$ cat config.mk
export PLATFORM = sky130hd
export DESIGN_NAME = j1_uart
export DESIGN_NICKNAME = d
export VERILOG_FILES = /design/src/rtl/j1_uart.sv
export SDC_FILE = /design/constraint.sdc
export NUM_CORES = 1
export LEC_CHECK = 0
export BUFFER_PORTS_ARGS = -buffer_cell sky130_fd_sc_hd__buf_2
export CAP_MARGIN = 30
export CORE_MARGIN = 5
export CORE_UTILIZATION = 61
export DETAILED_ROUTE_END_ITERATION = 12
export PLACE_DENSITY = 0.85
export SLEW_MARGIN = 20
export SYNTH_ARGS = -nofsm -noshare
export SYNTH_HDL_FRONTEND = slang
export SYNTH_SLANG_ARGS = --single-unit
$ cat constraint.sdc
create_clock -name sys_clk_i -period 3.5 [get_ports sys_clk_i]
set_input_delay 0.175 -clock sys_clk_i [delete_from_list [all_inputs] [get_ports sys_clk_i]]
set_output_delay 0.175 -clock sys_clk_i [all_outputs]
set_load 0.01 [all_outputs]
$ cat src/rtl/j1_uart.sv
// J1 I/O-bus UART: 16-deep TX FIFO with 8N1 serialiser, single-byte RX holding register.
// State | meaning: IDLE line idle | START start bit | DATA 8 data bits LSB first | STOP stop bit
module j1_uart #(
    parameter logic [15:0] BASE     = 16'h6400,
    parameter int          BAUD_DIV = 590,
    parameter int          FIFO_AW  = 4
) (
    input  logic        sys_clk_i,
    input  logic        sys_rst_n_i,
    input  logic        io_rd,
    input  logic        io_wr,
    input  logic [15:0] io_addr,
    input  logic [15:0] io_dout,
    output logic [15:0] io_din_o,
    output logic        sel_o,
    output logic        uart_txd_o,
    input  logic        uart_rxd_i
);
    localparam int          DEPTH   = 1 << FIFO_AW;
    localparam logic [11:0] BIT_LD  = 12'(BAUD_DIV - 1);
    localparam logic [11:0] HALF_LD = 12'(BAUD_DIV / 2 - 1);
    localparam logic [15:0] A_TX    = BASE;
    localparam logic [15:0] A_ST    = BASE + 16'd2;
    localparam logic [15:0] A_RX    = BASE + 16'd4;
    localparam logic [15:0] A_CTRL  = BASE + 16'd6;

    typedef enum logic [1:0] {S_IDLE, S_START, S_DATA, S_STOP} state_t;

    logic [7:0]       r_mem [DEPTH];
    logic [FIFO_AW-1:0] r_wptr, r_rptr;
    logic [FIFO_AW:0] r_count;
    state_t           r_tx_state, r_rx_state;
    logic [11:0]      r_tx_cnt, r_rx_cnt;
    logic [2:0]       r_tx_bit, r_rx_bit;
    logic [7:0]       r_tx_shift, r_rx_shift, r_rx_byte;
    logic             r_txd, r_rx_s1, r_rx_s2;
    logic             r_rx_valid, r_rx_ovr, r_rx_ferr, r_tx_ovf;

    logic w_full, w_empty, w_wr_tx, w_rd_st, w_rd_rx, w_flush;
    logic w_push, w_pop, w_tx_adv, w_rx_adv, w_busy;
    logic w_unused_dout;

    // count never exceeds DEPTH, so its MSB alone flags full
    assign w_full   = r_count[FIFO_AW];
    assign w_empty  = (r_count == '0);
    assign w_wr_tx  = io_wr && (io_addr == A_TX);
    assign w_rd_st  = io_rd && (io_addr == A_ST);
    assign w_rd_rx  = io_rd && (io_addr == A_RX);
    assign w_flush  = io_wr && (io_addr == A_CTRL) && io_dout[0];
    assign w_tx_adv = (r_tx_cnt == 12'd0);
    assign w_rx_adv = (r_rx_cnt == 12'd0);
    assign w_push   = w_wr_tx && !w_full && !w_flush;
    assign w_pop    = !w_empty && ((r_tx_state == S_IDLE) || (r_tx_state == S_STOP && w_tx_adv));
    assign w_busy   = (r_tx_state != S_IDLE);
    assign w_unused_dout = ^io_dout[15:8];

    always_ff @(posedge sys_clk_i) begin
        if (w_push) r_mem[r_wptr] <= io_dout[7:0];
    end

    always_ff @(posedge sys_clk_i or negedge sys_rst_n_i) begin
        if (!sys_rst_n_i) begin
            r_wptr  <= '0;
            r_rptr  <= '0;
            r_count <= '0;
        end else if (w_flush) begin
            r_wptr  <= '0;
            r_rptr  <= '0;
            r_count <= '0;
        end else begin
            if (w_push) r_wptr <= r_wptr + 1'b1;
            if (w_pop)  r_rptr <= r_rptr + 1'b1;
            if (w_push && !w_pop)      r_count <= r_count + 1'b1;
            else if (!w_push && w_pop) r_count <= r_count - 1'b1;
        end
    end

    // txd is registered from the current state, so the whole frame lags the FSM by one cycle
    always_ff @(posedge sys_clk_i or negedge sys_rst_n_i) begin
        if (!sys_rst_n_i) begin
            r_tx_state <= S_IDLE;
            r_tx_cnt   <= '0;
            r_tx_bit   <= '0;
            r_tx_shift <= '0;
            r_txd      <= 1'b1;
        end else begin
            r_txd <= (r_tx_state == S_START) ? 1'b0 :
                     (r_tx_state == S_DATA)  ? r_tx_shift[0] : 1'b1;
            case (r_tx_state)
                S_IDLE: if (w_pop) begin
                    r_tx_shift <= r_mem[r_rptr];
                    r_tx_cnt   <= BIT_LD;
                    r_tx_state <= S_START;
                end
                S_START: if (w_tx_adv) begin
                    r_tx_cnt   <= BIT_LD;
                    r_tx_bit   <= '0;
                    r_tx_state <= S_DATA;
                end else r_tx_cnt <= r_tx_cnt - 1'b1;
                S_DATA: if (w_tx_adv) begin
                    r_tx_shift <= {1'b0, r_tx_shift[7:1]};
                    r_tx_bit   <= r_tx_bit + 1'b1;
                    r_tx_cnt   <= BIT_LD;
                    if (r_tx_bit == 3'd7) r_tx_state <= S_STOP;
                end else r_tx_cnt <= r_tx_cnt - 1'b1;
                S_STOP: if (w_tx_adv) begin
                    if (w_pop) begin
                        r_tx_shift <= r_mem[r_rptr];
                        r_tx_cnt   <= BIT_LD;
                        r_tx_state <= S_START;
                    end else r_tx_state <= S_IDLE;
                end else r_tx_cnt <= r_tx_cnt - 1'b1;
                default: r_tx_state <= S_IDLE;
            endcase
        end
    end

    always_ff @(posedge sys_clk_i or negedge sys_rst_n_i) begin
        if (!sys_rst_n_i) begin
            r_rx_s1 <= 1'b1;
            r_rx_s2 <= 1'b1;
        end else begin
            r_rx_s1 <= uart_rxd_i;
            r_rx_s2 <= r_rx_s1;
        end
    end

    // later assignments win, so a same-edge load or error beats the read-clear
    always_ff @(posedge sys_clk_i or negedge sys_rst_n_i) begin
        if (!sys_rst_n_i) begin
            r_rx_state <= S_IDLE;
            r_rx_cnt   <= '0;
            r_rx_bit   <= '0;
            r_rx_shift <= '0;
            r_rx_byte  <= '0;
            r_rx_valid <= 1'b0;
            r_rx_ovr   <= 1'b0;
            r_rx_ferr  <= 1'b0;
        end else begin
            if (w_rd_rx) r_rx_valid <= 1'b0;
            if (w_rd_st) begin
                r_rx_ovr  <= 1'b0;
                r_rx_ferr <= 1'b0;
            end
            case (r_rx_state)
                S_IDLE: if (!r_rx_s2) begin
                    r_rx_cnt   <= HALF_LD;
                    r_rx_state <= S_START;
                end
                S_START: if (w_rx_adv) begin
                    if (!r_rx_s2) begin
                        r_rx_cnt   <= BIT_LD;
                        r_rx_bit   <= '0;
                        r_rx_state <= S_DATA;
                    end else r_rx_state <= S_IDLE;
                end else r_rx_cnt <= r_rx_cnt - 1'b1;
                S_DATA: if (w_rx_adv) begin
                    r_rx_shift <= {r_rx_s2, r_rx_shift[7:1]};
                    r_rx_bit   <= r_rx_bit + 1'b1;
                    r_rx_cnt   <= BIT_LD;
                    if (r_rx_bit == 3'd7) r_rx_state <= S_STOP;
                end else r_rx_cnt <= r_rx_cnt - 1'b1;
                S_STOP: if (w_rx_adv) begin
                    r_rx_state <= S_IDLE;
                    if (r_rx_s2) begin
                        if (!r_rx_valid || w_rd_rx) begin
                            r_rx_byte  <= r_rx_shift;
                            r_rx_valid <= 1'b1;
                        end else r_rx_ovr <= 1'b1;
                    end else r_rx_ferr <= 1'b1;
                end else r_rx_cnt <= r_rx_cnt - 1'b1;
                default: r_rx_state <= S_IDLE;
            endcase
        end
    end

    always_ff @(posedge sys_clk_i or negedge sys_rst_n_i) begin
        if (!sys_rst_n_i)             r_tx_ovf <= 1'b0;
        else if (w_wr_tx && w_full)   r_tx_ovf <= 1'b1;
        else if (w_rd_st)             r_tx_ovf <= 1'b0;
    end

    always_comb begin
        io_din_o = 16'h0000;
        if (io_addr == A_ST)
            io_din_o = {9'd0, r_rx_ferr, r_rx_ovr, r_tx_ovf, r_rx_valid, w_busy, w_empty, w_full};
        else if (io_addr == A_RX)
            io_din_o = {8'h00, r_rx_byte};
    end

    assign sel_o      = (io_addr == A_TX) || (io_addr == A_ST) || (io_addr == A_RX) || (io_addr == A_CTRL);
    assign uart_txd_o = r_txd;
endmodule

==> run summary <==
Die Y: 134.6 µm
share of the yosys chip area belonging to registers: 61.27%
endpoints failing hold: 0
number of gates given a new drive strength after cts: 0
aggregate negative setup slack: 0 ns
global placement routability congestion: 0.8735
# H-tree levels: 1
number of diodes added for antenna fixing: 0
CP arrival: 3.37 ns
number of setup buffers added after CTS: 0
met3 layer wire length in the routed design: 937 µm
placeable core region: 15,200 µm²
total number of clock tree sinks: 206
post-route cell area: 10,450 µm²
vias post-DR: 5,843
global router's overall resource usage: 21.02%
WS Path Type: reg -> reg
global-route congestion overflow total: 0
largest net degree at the start of global routing: 79
root buffer cell: clkbuf_16
antenna-violating nets left: 0
power per cell area: 694.3 nW/µm²
uppermost layer routed: met4
clock latency on the worst-skew pair: 0.49 ns
top_reg_cell synth: edfxtp_1
vias in the first global route: 6,025
RSZ-0062 raised after global routing: no
power after layout: 0.007255 W
Period Utilization, post-route: 86.27%
slack of the critical path: 0.4804 ns
max_slew headroom: 35.70%
share of cells above drive strength 1: 21.29%
layout-stage area growth over the synthesis result: 10.39%
Netlist cell types: 69
number of register bits inferred by synthesis: 206
cell count of the worst hold path: 1
count leader, synth: edfxtp_1
Slew Limit Fails: 0
number of cells in the design after placement: 894
biggest area consumer among synthesized cells: edfxtp_1
DRC violation total after the first TritonRoute iteration: 528
met1 layer wirelength in the final routing: 7.528 mm
worst slew pin tran: 0.9645 ns
crit path capture type: flip-flop
maximum VDD drop: 0.4605 mV
number of setup violations in the final report: 0
non-filler cells in the finished layout: 935
most instantiated cells after synthesis: 128 x edfxtp_1, 75 x dfrtp_1, 46 x nand2_1, 45 x nor2_1
Mean Syn Cell Area: 13.70 µm²
clock slew seen by the registers of the worst setup and hold paths: 0.06 ns
cell types occupying the most area after synthesis: edfxtp_1 41%, dfrtp_1 20%, mux4_2 5.9%, mux2_2 4.9%, ha_1 3.6%
Rows: 45
summed instance area of the synthesized netlist: 9465 µm²
type of origin of the critical path: flip-flop
per-cell via count in the routed design: 6.249
Register Area: 5801 µm²
total met2 wirelength after detailed routing: 9.953 mm
classification of the worst-slack hold path: in -> reg
leak pwr: 4.009 nW
Num CTS Buffers: 21
Final min period: 3.020 ns
antenna violations before repair: 0
Placement Cell Area: 9767 µm²
TritonCTS clock tree: built
fillers: 962
number of iterations in the first detailed-routing pass: 6
maximum clock insertion buffer count: 3
maximum net fanout on the critical path: 8
number of enable-type register cells in the synthesized netlist: 128
Req. time, crit path: 3.85 ns
Initial Utilization: 62.26%
layout net count: 797
global-route wire length before repair: 30.81 mm
peak clock frequency supported by timing: 331.2 MHz
worst-case clock skew: 0.008553 ns
HPWL after detailed placement: 12.35 mm
Port Buffer Count: 38
wire length per cell: 20.02 µm
reg2reg path depth: 10
max_cap viols: 0
dpl ws: 0.5166 ns
area used by multi-input combinational logic: 3422 µm²
fraction of post-synthesis cell area in the top cell type by area: 40.61%
die extent in x: 134.6 µm
drc violations: 0
Yosys warning count: 0
synthesized instance count: 691
num ports: 55
async set or reset register ratio after synthesis: 37.86%
die footprint: 18,110 µm²
routed wire length: 18.72 mm
status: completed
-- power breakdown --
part	total [W]	internal, W	switching, W
Sequential	0.00310	0.00278	0.000320
Clock	0.00205	0.00118	0.000873
Combinational	0.00210	0.00100	0.00110
-- cell families (layout without fill, tap and decap cells) --
family / Yosys count / in the layout / share of synthesized area (%)
xor+xnor: 8 / 8 / 0.7403
compound gates: 135 / 135 / 9.333
flops: 206 / 206 / 61.27
mux: 68 / 68 / 11.04
fa+ha+maj: 28 / 28 / 3.781
buf+inv: 55 / 104 / 2.855
other cells: 1 / 8 / 0.03962
simple gates: 190 / 190 / 10.95
-- metrics by stage --
step | hold WS (ns) | utilization (%)
floorplan | -0.1206 | -
global placement | 0.2820 | 64.25
detailed placement | 0.2867 | 64.25
CTS | 0.06369 | 68.55
global route | 0.07706 | 68.73
finish | 0.07101 | 68.73
-- timing repair --
action	CTS	global route
hold endpoints to repair	76	0
hold buffers	2	0
endpoints found under the setup margin	0	0
-- worst max-delay path, cell delays in order, from the launching register on --
cell      delay, ns
dfrtp_1        0.46
or3_1          0.44
nor3_1         0.36
o21ai_0        0.15
buf_4          0.18
fa_1           0.40
a21o_1         0.20
a21oi_1        0.25
nand2_1        0.09
a221oi_1       0.29
nor2_1         0.07
-- cells in the final DEF, fill, tap and decap left out, drive strengths merged, types with 21 or more instances in the layout --
cell    Yosys  routed
mux4       25      25
inv        19      21
nand2      47      47
o21ai      45      45
ha         27      27
a21oi      24      24
mux2       41      41
buf        23      45
dfrtp      75      75
edfxtp    128     128
nor2       47      47
clkbuf     13      32
-- per-layer routing --
layer	vias up	track usage (%)
li1	2672	-
met1	2953	27.78
met2	191	37.26
met3	27	2.906
met4	0	5.090
met5	-	0
-- registers in the layout (all words and copies together) (netlist names), 2 cells and up, named ones only --
name and cells:
r_rx_bit 3, r_tx_cnt 12, r_rx_cnt 12, r_rx_shift 8, r_count 5, r_rx_byte 8
r_tx_shift 8, r_rptr 4, r_tx_state 2, r_tx_bit 3, r_wptr 4, r_mem 128
-- cell type report --
class | count | area share [%]
Clock buffer | 32 | 5.712
Clock inverter | 6 | 0.3592
Sequential cell | 206 | 55.51
Tap cell | 188 | 2.251
Inverter | 19 | 0.6826
Timing Repair Buffer | 47 | 2.730
Multi-Input combinational cell | 437 | 32.75
-- worst paths after layout --
kind | start | endpoint | slack, ns
min in group asynchronous | sys_rst_n_i | r_rx_cnt[6] | 0.13
worst min-delay path | io_dout[7] | r_mem[2][7] | 0.07
worst max-delay path | r_count[4] | r_count[4] | 0.48
worst max register to register | r_count[4] | r_count[4] | 0.48
worst min register to register | r_rx_s1 | r_rx_s2 | 0.36
max in group asynchronous | sys_rst_n_i | uart_txd_o | 2.74
Note: power is estimated with default switching activity, not from simulation.
